$ cat config.mk
export PLATFORM = sky130hd
export DESIGN_NAME = video_timing_gen
export DESIGN_NICKNAME = d
export VERILOG_FILES = /design/src/rtl/video_timing_pkg.sv /design/src/rtl/sync_delay_line.sv /design/src/rtl/video_timing_gen.sv
export SDC_FILE = /design/constraint.sdc
export NUM_CORES = 1
export LEC_CHECK = 0
export BUFFER_PORTS_ARGS = -buffer_cell sky130_fd_sc_hd__buf_4
export CAP_MARGIN = 20
export CORE_UTILIZATION = 45
export CTS_CLUSTER_SIZE = 20
export DETAILED_ROUTE_END_ITERATION = 12
export HOLD_SLACK_MARGIN = 0.08
export PLACE_DENSITY = 0.72
export SLEW_MARGIN = 30
export SYNTH_ARGS = -nofsm -noshare
export SYNTH_HDL_FRONTEND = slang
export SYNTH_SLANG_ARGS = --single-unit
$ cat constraint.sdc
create_clock -name clk -period 6.1 [get_ports clk]
set_input_delay 0.305 -clock clk [delete_from_list [all_inputs] [get_ports clk]]
set_output_delay 0.305 -clock clk [all_outputs]
set_load 0.02 [all_outputs]
$ cat src/rtl/video_timing_pkg.sv
// Shared raster-timing types, default 640x480 timing constants and helpers
// used by the timing generator and by the sync delay line.
package video_timing_pkg;

  typedef enum logic [1:0] {
    StActive,
    StFront,
    StSync,
    StBack
  } phase_e;

  localparam int unsigned DefHVisible   = 640;
  localparam int unsigned DefHFront     = 16;
  localparam int unsigned DefHSync      = 96;
  localparam int unsigned DefHBack      = 48;
  localparam int unsigned DefVVisible   = 480;
  localparam int unsigned DefVFront     = 10;
  localparam int unsigned DefVSync      = 2;
  localparam int unsigned DefVBack      = 33;
  localparam int unsigned DefPixelDelay = 8;

  function automatic int unsigned timing_total(input int unsigned visible,
                                               input int unsigned front,
                                               input int unsigned sync,
                                               input int unsigned back);
    return visible + front + sync + back;
  endfunction

  // Successor phase, skipping any phase whose length is zero.
  function automatic phase_e phase_next(input phase_e      cur,
                                        input int unsigned front,
                                        input int unsigned sync,
                                        input int unsigned back);
    phase_e nxt;
    case (cur)
      StActive: nxt = StFront;
      StFront:  nxt = StSync;
      StSync:   nxt = StBack;
      default:  nxt = StActive;
    endcase
    if (nxt == StFront && front == 0) nxt = StSync;
    if (nxt == StSync && sync == 0) nxt = StBack;
    if (nxt == StBack && back == 0) nxt = StActive;
    return nxt;
  endfunction

endpackage

$ cat src/rtl/sync_delay_line.sv
// Resettable Depth-deep, 3-bit register chain whose output is held at an idle
// value until Depth cycles have elapsed since reset release.
module sync_delay_line
  import video_timing_pkg::*;
#(
  parameter int unsigned Depth     = DefPixelDelay,
  parameter logic [2:0]  IdleValue = 3'b110
) (
  input  logic       clk,
  input  logic       reset,
  input  logic [2:0] din,
  output logic [2:0] dout
);

  localparam int unsigned WarmW = $clog2(Depth + 1);

  logic [WarmW-1:0]   warm_q, warm_d;
  logic [3*Depth-1:0] sr_q, sr_d;
  logic [3*Depth+2:0] taps;
  logic               warm_ok;

  always_comb begin
    taps    = {sr_q, din};
    // The value entering the last stage is post-reset data once warm_q reaches Depth-1.
    warm_ok = (warm_q >= WarmW'(Depth - 1));
    warm_d  = (warm_q == WarmW'(Depth)) ? warm_q : warm_q + 1'b1;
    sr_d    = taps[3*Depth-1:0];
    if (!warm_ok) begin
      sr_d[3*Depth-1 -: 3] = IdleValue;
    end
  end

  always_ff @(posedge clk) begin
    if (reset) begin
      warm_q <= '0;
      sr_q   <= {Depth{IdleValue}};
    end else begin
      warm_q <= warm_d;
      sr_q   <= sr_d;
    end
  end

  assign dout = taps[3*Depth +: 3];

endmodule

$ cat src/rtl/video_timing_gen.sv
// Raster timing generator: pixel counters, horizontal/vertical phase FSMs, and
// sync/data-enable outputs delayed to line up with the layers' colour output.
module video_timing_gen
  import video_timing_pkg::*;
#(
  parameter int unsigned H_VISIBLE     = DefHVisible,
  parameter int unsigned H_FRONT       = DefHFront,
  parameter int unsigned H_SYNC        = DefHSync,
  parameter int unsigned H_BACK        = DefHBack,
  parameter int unsigned V_VISIBLE     = DefVVisible,
  parameter int unsigned V_FRONT       = DefVFront,
  parameter int unsigned V_SYNC        = DefVSync,
  parameter int unsigned V_BACK        = DefVBack,
  parameter bit          H_SYNC_ACTIVE = 1'b0,
  parameter bit          V_SYNC_ACTIVE = 1'b0,
  parameter int unsigned PIXEL_DELAY   = DefPixelDelay
) (
  input  logic               clk,
  input  logic               reset,
  output logic signed [31:0] count_h,
  output logic signed [31:0] count_v,
  output logic               active,
  output logic               line_start,
  output logic               frame_start,
  output logic               vblank,
  output logic               hsync,
  output logic               vsync,
  output logic               de
);

  localparam int unsigned HTotal = timing_total(H_VISIBLE, H_FRONT, H_SYNC, H_BACK);
  localparam int unsigned VTotal = timing_total(V_VISIBLE, V_FRONT, V_SYNC, V_BACK);
  localparam int unsigned HW     = $clog2(HTotal);
  localparam int unsigned VW     = $clog2(VTotal);
  localparam int unsigned CntW   = (HW > VW) ? HW : VW;

  // Last count value of each phase.
  localparam logic [CntW-1:0] HEndActive = CntW'(H_VISIBLE - 1);
  localparam logic [CntW-1:0] HEndFront  = CntW'(H_VISIBLE + H_FRONT - 1);
  localparam logic [CntW-1:0] HEndSync   = CntW'(H_VISIBLE + H_FRONT + H_SYNC - 1);
  localparam logic [CntW-1:0] HEndBack   = CntW'(HTotal - 1);
  localparam logic [CntW-1:0] VEndActive = CntW'(V_VISIBLE - 1);
  localparam logic [CntW-1:0] VEndFront  = CntW'(V_VISIBLE + V_FRONT - 1);
  localparam logic [CntW-1:0] VEndSync   = CntW'(V_VISIBLE + V_FRONT + V_SYNC - 1);
  localparam logic [CntW-1:0] VEndBack   = CntW'(VTotal - 1);
  localparam logic [CntW-1:0] VVisCnt    = CntW'(V_VISIBLE);

  localparam logic [2:0] SyncIdle = {~V_SYNC_ACTIVE, ~H_SYNC_ACTIVE, 1'b0};

  phase_e          h_state_q, h_state_d, v_state_q, v_state_d;
  logic [CntW-1:0] count_h_q, count_h_d, count_v_q, count_v_d;
  logic            active_q, active_d;
  logic            line_start_q, line_start_d;
  logic            frame_start_q, frame_start_d;
  logic            vblank_q, vblank_d;
  logic            h_end, v_end, h_wrap, v_wrap;
  logic [2:0]      raw_sync, dly_sync;

  always_comb begin
    h_end = 1'b0;
    case (h_state_q)
      StActive: h_end = (count_h_q == HEndActive);
      StFront:  h_end = (count_h_q == HEndFront);
      StSync:   h_end = (count_h_q == HEndSync);
      default:  h_end = (count_h_q == HEndBack);
    endcase
    v_end = 1'b0;
    case (v_state_q)
      StActive: v_end = (count_v_q == VEndActive);
      StFront:  v_end = (count_v_q == VEndFront);
      StSync:   v_end = (count_v_q == VEndSync);
      default:  v_end = (count_v_q == VEndBack);
    endcase
  end

  always_comb begin
    h_wrap    = (count_h_q == HEndBack);
    v_wrap    = (count_v_q == VEndBack);
    count_h_d = h_wrap ? '0 : count_h_q + 1'b1;
    h_state_d = h_end ? phase_next(h_state_q, H_FRONT, H_SYNC, H_BACK) : h_state_q;
    count_v_d = count_v_q;
    v_state_d = v_state_q;
    if (h_wrap) begin
      count_v_d = v_wrap ? '0 : count_v_q + 1'b1;
      if (v_end) begin
        v_state_d = phase_next(v_state_q, V_FRONT, V_SYNC, V_BACK);
      end
    end
    active_d      = (h_state_d == StActive) && (v_state_d == StActive);
    line_start_d  = (count_h_d == '0);
    frame_start_d = (count_h_d == '0) && (count_v_d == '0);
    vblank_d      = (count_v_d >= VVisCnt);
  end

  always_ff @(posedge clk) begin
    if (reset) begin
      h_state_q     <= StActive;
      v_state_q     <= StActive;
      count_h_q     <= '0;
      count_v_q     <= '0;
      active_q      <= 1'b1;
      line_start_q  <= 1'b1;
      frame_start_q <= 1'b1;
      vblank_q      <= 1'b0;
    end else begin
      h_state_q     <= h_state_d;
      v_state_q     <= v_state_d;
      count_h_q     <= count_h_d;
      count_v_q     <= count_v_d;
      active_q      <= active_d;
      line_start_q  <= line_start_d;
      frame_start_q <= frame_start_d;
      vblank_q      <= vblank_d;
    end
  end

  // Raw conditions of the pixel currently on the counters, as output levels.
  always_comb begin
    raw_sync[2] = (v_state_q == StSync) ? V_SYNC_ACTIVE : ~V_SYNC_ACTIVE;
    raw_sync[1] = (h_state_q == StSync) ? H_SYNC_ACTIVE : ~H_SYNC_ACTIVE;
    raw_sync[0] = active_q;
  end

  sync_delay_line #(
    .Depth    (PIXEL_DELAY),
    .IdleValue(SyncIdle)
  ) u_sync_delay_line (
    .clk  (clk),
    .reset(reset),
    .din  (raw_sync),
    .dout (dly_sync)
  );

  assign count_h     = $signed({{(32 - CntW){1'b0}}, count_h_q});
  assign count_v     = $signed({{(32 - CntW){1'b0}}, count_v_q});
  assign active      = active_q;
  assign line_start  = line_start_q;
  assign frame_start = frame_start_q;
  assign vblank      = vblank_q;
  assign vsync       = dly_sync[2];
  assign hsync       = dly_sync[1];
  assign de          = dly_sync[0];

endmodule

==> flow_summary.toml, run 1 <==
[synthesis]
async_reset_ff_frac = 0
syn_area_per_cell_sq_um = 9.10
netlist.area_leader.share = 0.397
synth_edf_count = 0
ys.flop_type = "dfxtp_1"
yosys-top-cells-area = "dfxtp_1 40%, buf_4 12%, ha_1 5.8%"
synth.distinct_cells = 49
ys_ff_latch = 56
yosysTopAreaCell = "dfxtp_1"
synth_area_sq_um = 2820
yosys_warnings = 0
synth-seq-area-share = 0.397
synthesis.instances = 310

[final_layout]
drive_gt1_frac = 0.162
final_common_cell = "dfxtp_1"
final_cells = 409
nets = 348
antenna_cells = 0
syn_to_final_growth_pct = 6.39
layout_common_cells = "56 x dfxtp_1, 44 x conb_1, 28 x buf_4"

[critical_path]
ff2ff_setup_slack_ns = 3.34
required_ns = 6.32
path_cells = "ha_1 > nand4_1 > nor3b_4 > and3_1 > mux2_1 > and4b_1 > a41o_1"
worstPathArrival_ns = 2.98
cpPeakStageDelay_ns = 0.65
worst-path-buf-inv = 0
critPathCaptureType = "flop"
worst-r2r-cell-count = 7
worst-setup-path-type = "flop to flop"
critical_path.top_delay_family = "simple AND/OR/NAND/NOR gates"
worst_r2r_startpoint = "count_h_q[0]$_SDFF_PP0_"
critPathLaunchType = "flop"
critPathMaxFanout = 18
worst_r2r_endpoint = "frame_start$_SDFF_PP1_"
cp_slowest_cell = "nor3b_4"

[die]
fp.dieW_um = 81.2
die_area_sq_um = 6590
coreArea_sq_um = 5990
die-height_um = 81.2
io_pins = 73
row_count = 28
initial_core_util = 0.471

[grt]
grt.total_usage = 0.156
grt_pass1_wl_mm = 7.75
grt_max_degree = 56
grt_pass1_vias = 1683
grt_overflow = 0
antenna_found_initial = 0

[placed_design]
dp.cells = 401
pre_cts_slack_ns = 3.38
hpwl_mm = 3.42
place_congestion = 0.871
port_buffers = 28

[detailed_routing]
wire_per_inst_um = 11.8
drt_iter0_drc = 67
dr_total_vias = 2053
ant_nets = 0
drc = 0
drt_first_pass_iters = 4
wirelength_mm = 4.84
avgViaCountPerCell = 5.02

[clocking]
clkLatencyLatePin_ns = 0.32
cts.repair.resized = 0
cts_setup_buffers = 0
cts_root_buffer = "clkbuf_8"
cts_hold_buf = 0
clockBufferDepth = 2
cts-buffers-inserted = 5
cts_tree = "done"
cts.sink_count = 56
htreeDepth = 2
clk_pin_slew_ns = 0.10

[sta]
slew_viol_final = 0
finalHoldViolCount = 0
relSlewSlack = 0.548
skew_ns = 0.00928
clock.fmax_mhz = 362
setup_slack_ns = 3.34
final.period_utilization = 0.453
setup_tns_ns = 0
hold_slack_ns = 0.413
setup_viol = 0
rsz0062_at_grt = "no"
tightest_slew_ns = 0.678
layout_min_cycle_time_ns = 2.76

[power_and_ir_drop]
vdd_drop_max_mv = 0.100
p_leak_nw = 1.25
power_density_nw_per_um2 = 210

[min_path]
min_to = "u_sync_delay_line.sr_q[7]$_SDFF_PP1_"
min_from = "u_sync_delay_line.sr_q[4]$_SDFF_PP1_"
holdPathStages = 1
hp-class = "flop to flop"

[run]
drv_cap = 0

[run_status]
status = "completed"
-- through the flow --
step	utilization	area, sq um	power [mW]
after detailed placement	0.485	2910	0.430
after floorplan	-	2980	0.445
after global routing	0.501	3000	0.662
after global placement	0.485	2910	0.429
final	0.501	3000	0.632
after CTS	0.501	3000	0.642
-- cell usage after synthesis (3+ instances only) --
cell	instances
dfxtp_1	56
buf_4	45
nor2_1	26
ha_1	13
nand2_1	13
or2_2	13
inv_1	12
a21oi_1	11
nor2b_1	11
nor3_1	9
xnor2_1	8
xor2_1	7
clkbuf_1	6
nand3_1	6
nand4_1	6
and3_1	5
o21ai_0	5
buf_2	4
nand2b_1	4
o21ai_1	4
or3_1	4
a41o_1	3
and4_1	3
mux2_1	3
mux2i_1	3
-- layout make-up --
class / instances / area (sq um)
Clock buffer: 5 / 68.8
Clock inverter: 3 / 26.3
Fill cell: 581 / 2990
Inverter: 12 / 45.0
Multi-Input combinational cell: 230 / 1440
Sequential cell: 56 / 1120
Tap cell: 75 / 93.8
Timing Repair Buffer: 28 / 210
-- layer usage --
metal	routed length, um	global-route usage	vias to the layer above
li1	-	-	1006
met1	2210	0.187	970
met2	2290	0.255	67
met3	248	0.0449	10
met4	96	0.0768	0
met5	0	0	-
-- worst max-delay path by stage --
stage,startpoint,to,slack [ns],depth (start not counted)
6_report,count_h_q[0]$_SDFF_PP0_,frame_start$_SDFF_PP1_,3.34,7
5_1_grt,count_h_q[0]$_SDFF_PP0_,frame_start$_SDFF_PP1_,3.16,7
4_1_cts,count_h_q[0]$_SDFF_PP0_,frame_start$_SDFF_PP1_,3.35,7
3_5_place_dp,count_h_q[0]$_SDFF_PP0_,frame_start$_SDFF_PP1_,3.38,7
3_3_place_gp,count_h_q[0]$_SDFF_PP0_,frame_start$_SDFF_PP1_,3.43,7
2_1_floorplan,count_h_q[0]$_SDFF_PP0_,frame_start$_SDFF_PP1_,3.74,7
-- logic make-up after synthesis --
| logic type | synth area share |
|---|---|
| AO/OA/AOI/OAI | 0.0754 |
| multiplexers | 0.0226 |
| adder cells (fa/ha/maj) | 0.0577 |
| other | 0.00133 |
| XOR/XNOR | 0.0466 |
| AND/OR/NAND/NOR | 0.248 |
| buffers and inverters | 0.151 |
| flip-flops | 0.397 |
-- registers in the layout (all words and copies together) (netlist names) --
name                      cells
u_sync_delay_line.sr_q       24
count_h_q                    10
count_v_q                    10
u_sync_delay_line.warm_q      4
h_state_q                     2
v_state_q                     2
active                        1
frame_start                   1
line_start                    1
vblank                        1
-- report_power, final --
group / internal (mW) / leakage (nW) / switching [mW] / total, mW
clock network: 0.0839 / 0.0487 / 0.126 / 0.210
registers: 0.371 / 0.455 / 0.00539 / 0.376
logic: 0.00895 / 0.745 / 0.0363 / 0.0453
total: 0.464 / 1.25 / 0.168 / 0.632
-- worst register-to-register path, stage by stage, from the launching register on --
cell and delay [ns]:
dfxtp_1 0.43, ha_1 0.27, nand4_1 0.26, nor3b_4 0.65, and3_1 0.31, mux2_1 0.32, and4b_1 0.21, a41o_1 0.21
Power figures use the tool's default switching activity.
==> run 2, diff against run 1 <==
- PLACE_DENSITY: 0.72 -> 0.74
- clock period: 6.1 -> 2.3 ns (I/O delays scaled with it)
==> run 2 against run 1 <==
Via count is 3.9% higher. Largest power group unchanged. Total power grew to 2.7 times the previous value. Critical path depth is 2 higher. Clock power grew to 2.7 times the previous value. Maximum frequency is 22% higher. Non-clock buffer count is 25 higher.
==> flow_summary.toml, run 2 (synthesized netlist as in run 1, its figures left out) <==
[run_status]
status = "completed"

[final_layout]
antenna_cells = 0
drive_gt1_frac = 0.253
fillers = 558
seq_area_sq_um = 1130
layout_common_cells = "53 x buf_4, 52 x dfxtp_1, 44 x conb_1"
design_area_sq_um = 3260
largest_reg_flops = 24
largest-register = "u_sync_delay_line.sr_q"
syn_to_final_growth_pct = 15.4
reg_top3 = "u_sync_delay_line.sr_q: 24 flops, count_h_q: 10 flops, count_v_q: 10 flops"
final_common_cell = "buf_4"
multi_input_area_sq_um = 1500
nets = 373

[die]
io_pins = 73
coreArea_sq_um = 5990
die_area_sq_um = 6590
die-height_um = 81.2
row_count = 28
initial_core_util = 0.471
fp.dieW_um = 81.2

[power_and_ir_drop]
power_density_nw_per_um2 = 520
finalPower_mw = 1.69
p_leak_nw = 1.39
vdd_drop_max_mv = 0.309

[clocking]
cts_tree = "done"
cts_root_buffer = "clkbuf_8"
cts-buffers-inserted = 5
clk_pin_slew_ns = 0.10
cts_hold_buf = 0
clkLatencyLatePin_ns = 0.31
htreeDepth = 2
cts_setup_buffers = 0
clockBufferDepth = 2
cts.sink_count = 56

[grt]
grt_pass1_wl_mm = 9.18
grt_pass1_vias = 1970
antenna_found_initial = 0
grt_max_degree = 39
grt_overflow = 0
grt.total_usage = 0.181

[sta]
rsz0062_at_grt = "yes"
setup_slack_ns = 0.0331
layout_min_cycle_time_ns = 2.27
finalHoldViolCount = 0
final.period_utilization = 0.986
setup_viol = 0
hold_slack_ns = 0.111
clock.fmax_mhz = 441
slew_viol_final = 0
setup_tns_ns = 0
skew_ns = 0.00507

[detailed_routing]
dr_total_vias = 2134
ant_nets = 0
wire_per_inst_um = 12.7
drt_first_pass_iters = 4
drt_iter0_drc = 132
drc = 0
wirelength_mm = 5.53
avgViaCountPerCell = 4.92

[critical_path]
worst_r2r_startpoint = "v_state_q[1]$_SDFF_PP0_"
critPathCaptureType = "flop"
critPathLaunch = "v_state_q[1]$_SDFF_PP0_"
worstPathArrival_ns = 2.53
critPathMaxFanout = 3
required_ns = 2.56
critPathLaunchType = "flop"
worst-setup-path-type = "flop to flop"

[placed_design]
pre_cts_slack_ns = -0.0403
place_congestion = 0.904
hpwl_mm = 4.01
port_buffers = 28
placed_cell_area_sq_um = 3110

[min_path]
hp-class = "input port to flop"
min_from = "reset"

[run]
drv_cap = 0
-- run 2: routing by layer --
layer,global-route usage,vias to the layer above,wire length (um)
met1,0.238,993,2470
met2,0.294,82,2650
met5,0,-,0
met4,0.0661,0,63
met3,0.0348,6,348
li1,-,1053,-
-- run 2: worst paths after layout --
path                                          endpoint  slack (ns)  depth (start not counted)
hold reg to reg   u_sync_delay_line.sr_q[8]$_SDFF_PP1_        0.41                          1
hold / removal                 count_v_q[3]$_SDFF_PP0_        0.11                          2
setup reg to reg                     active$_SDFF_PP1_        0.03                          9
setup / recovery                     active$_SDFF_PP1_        0.03                          9
-- run 2: through the flow --
stage	utilization	std cells
final	0.544	434
after global routing	0.544	434
after CTS	0.537	434
after detailed placement	0.520	426
after global placement	0.520	426
after floorplan	-	353
-- run 2: critical path, stage by stage, from the launching register on --
cell	delay (ns)
dfxtp_2	0.35
inv_2	0.05
ha_4	0.25
nor4bb_4	0.27
o211ai_1	0.11
or4_4	0.44
a21oi_4	0.18
buf_4	0.14
mux2i_2	0.23
a41o_1	0.19
-- run 2: report_power, final --
group | total (mW) | internal [mW] | switching [mW]
Sequential | 0.994 | 0.985 | 0.00939
Combinational | 0.136 | 0.0312 | 0.104
Clock | 0.565 | 0.224 | 0.341
Total | 1.69 | 1.24 | 0.455
-- run 2: area by class of cell --
| cell class | count | share of cell area |
|---|---|---|
| multi-input cells | 230 | 0.460 |
| well taps | 75 | 0.0288 |
| flip-flops and latches | 56 | 0.346 |
| clock buffers | 5 | 0.0211 |
| clock inverters | 3 | 0.00845 |
| repair buffers | 53 | 0.122 |
| inverters | 12 | 0.0138 |
-- run 2: what timing repair did --
item / CTS / global route
gates cloned: 0 / 0
endpoints found under the hold margin: 0 / 0
gates resized for setup: 2 / 6
pin swaps: 3 / 3
endpoints found under the setup margin: 2 / 3
==> run 3, diff against run 2 <==
- REMOVE_ABC_BUFFERS: default -> 1
==> run 3 against run 2 <==
Final cell count grew 0.46%. Setup slack improved by 0.029 ns. Hold slack improved by 0.0087 ns. Critical path depth down 1. Global-route usage fell by 1.7 points. Clock-buffer cell count unchanged. First-iteration DRC count shrank 37%. Clock skew increased by 0.0056 ns. Sequential power about the same. Critical endpoint unchanged. Largest power group unchanged.
==> flow_summary.toml, run 3 (synthesized netlist as in run 1, its figures left out) <==
[critical_path]
endpoint = "active$_SDFF_PP1_"
worst-path-buf-inv = 1
cp_slowest_cell = "or4_1"
worst-setup-path-type = "flop to flop"
worst-r2r-cell-count = 8
path_depth = 8
worstPathArrival_ns = 2.45
path_cells = "inv_2 > ha_4 > nor4bb_2 > o211ai_1 > or4_1 > a21oi_2 > mux2_4 > a41o_1"
critPathLaunchType = "flop"
critPathLaunch = "v_state_q[1]$_SDFF_PP0_"
ff2ff_setup_slack_ns = 0.06
critPathMaxFanout = 3
required_ns = 2.51
worst_r2r_startpoint = "v_state_q[1]$_SDFF_PP0_"
cpPeakStageDelay_ns = 0.43
worst_r2r_endpoint = "active$_SDFF_PP1_"
critPathCaptureType = "flop"
critical_path.top_delay_family = "simple AND/OR/NAND/NOR gates"

[detailed_routing]
dr_total_vias = 2148
ant_nets = 0
wire_per_inst_um = 12.1
drt_iter0_drc = 83
drt_first_pass_iters = 4
drc = 0
wirelength_mm = 5.28
avgViaCountPerCell = 4.93

[die]
initial_core_util = 0.471
die_area_sq_um = 6590
row_count = 28
fp.dieW_um = 81.2
die-height_um = 81.2
io_pins = 73
coreArea_sq_um = 5990

[placed_design]
port_buffers = 28
place_congestion = 0.935
hpwl_mm = 3.85

[final_layout]
largest-register = "u_sync_delay_line.sr_q"
reg_top3 = "u_sync_delay_line.sr_q: 24 flops, count_h_q: 10 flops, count_v_q: 10 flops"
fillers = 522
nets = 375
final_common_cell = "buf_4"
drive_gt1_frac = 0.249
syn_to_final_growth_pct = 15.0
antenna_cells = 0
layout_common_cells = "55 x buf_4, 54 x dfxtp_1, 44 x conb_1"
largest_reg_flops = 24

[sta]
slew_viol_final = 0
setup_viol = 0
setup_tns_ns = 0
layout_min_cycle_time_ns = 2.24
hold_slack_ns = 0.120
finalHoldViolCount = 0
clock.fmax_mhz = 447
final.period_utilization = 0.973
skew_ns = 0.0107

[grt]
grt_pass1_wl_mm = 8.17
grt.total_usage = 0.164
grt_max_degree = 40
antenna_found_initial = 0
grt_overflow = 0
grt_pass1_vias = 1795

[clocking]
clk_pin_slew_ns = 0.10
cts.sink_count = 56
clockBufferDepth = 2
htreeDepth = 2
cts-buffers-inserted = 5
cts_hold_buf = 0
clkLatencyLatePin_ns = 0.31
cts_tree = "done"
cts_root_buffer = "clkbuf_8"

[power_and_ir_drop]
finalPower_mw = 1.67
power_density_nw_per_um2 = 515
vdd_drop_max_mv = 0.326
p_leak_nw = 1.40

[run_status]
status = "completed"

[run]
drv_cap = 0

[min_path]
hp-class = "input port to flop"
==> run 3: final cells by class <==
class / instances / area [sq um] / share of cell area
Clock buffer: 5 / 68.8 / 0.0212
Sequential cell: 56 / 1120 / 0.346
Inverter: 12 / 45.0 / 0.0139
Multi-Input combinational cell: 230 / 1480 / 0.456
Timing Repair Buffer: 55 / 413 / 0.127
Clock inverter: 3 / 21.3 / 0.00655
Tap cell: 75 / 93.8 / 0.0289
==> run 3: power by group <==
group	leakage [nW]	internal [mW]	switching (mW)
combinational	0.896	0.0312	0.104
clock	0.0445	0.217	0.325
sequential	0.456	0.984	0.00910
==> run 3: worst min-delay path by stage <==
stage,end,cells past startpoint,start
2_1_floorplan,count_h_q[6]$_SDFF_PP0_,1,reset
3_3_place_gp,u_sync_delay_line.sr_q[10]$_SDFF_PP1_,1,u_sync_delay_line.sr_q[7]$_SDFF_PP1_
3_5_place_dp,u_sync_delay_line.sr_q[16]$_SDFF_PP1_,1,u_sync_delay_line.sr_q[13]$_SDFF_PP1_
4_1_cts,count_v_q[3]$_SDFF_PP0_,2,reset
5_1_grt,count_v_q[3]$_SDFF_PP0_,2,reset
6_report,count_v_q[3]$_SDFF_PP0_,2,reset
==> run 3: repair_timing <==
item	4_1_cts	5_1_grt
cloned	0	0
setup endpoints to repair	1	4
pin swaps	6	3
resized for setup	6	4
buffers inserted	1	0
==> run 3: per-stage QoR <==
step / instances / util / worst slack [ns] / cell area [sq um]
after floorplan: 298 / - / -0.255 / 2600
after global placement: 427 / 0.518 / -0.0121 / 3100
after detailed placement: 427 / 0.518 / -0.0916 / 3100
after CTS: 436 / 0.537 / -0.0180 / 3220
after global routing: 436 / 0.542 / -0.0677 / 3250
final: 436 / 0.542 / 0.0617 / 3250
==> run 3: metal layers <==
metal | up-vias | part of all wire | track usage
met4 | 0 | 0.020 | 0.0643
met5 | - | 0 | 0
met1 | 1011 | 0.44 | 0.203
met2 | 66 | 0.50 | 0.273
li1 | 1061 | - | -
met3 | 10 | 0.042 | 0.0416
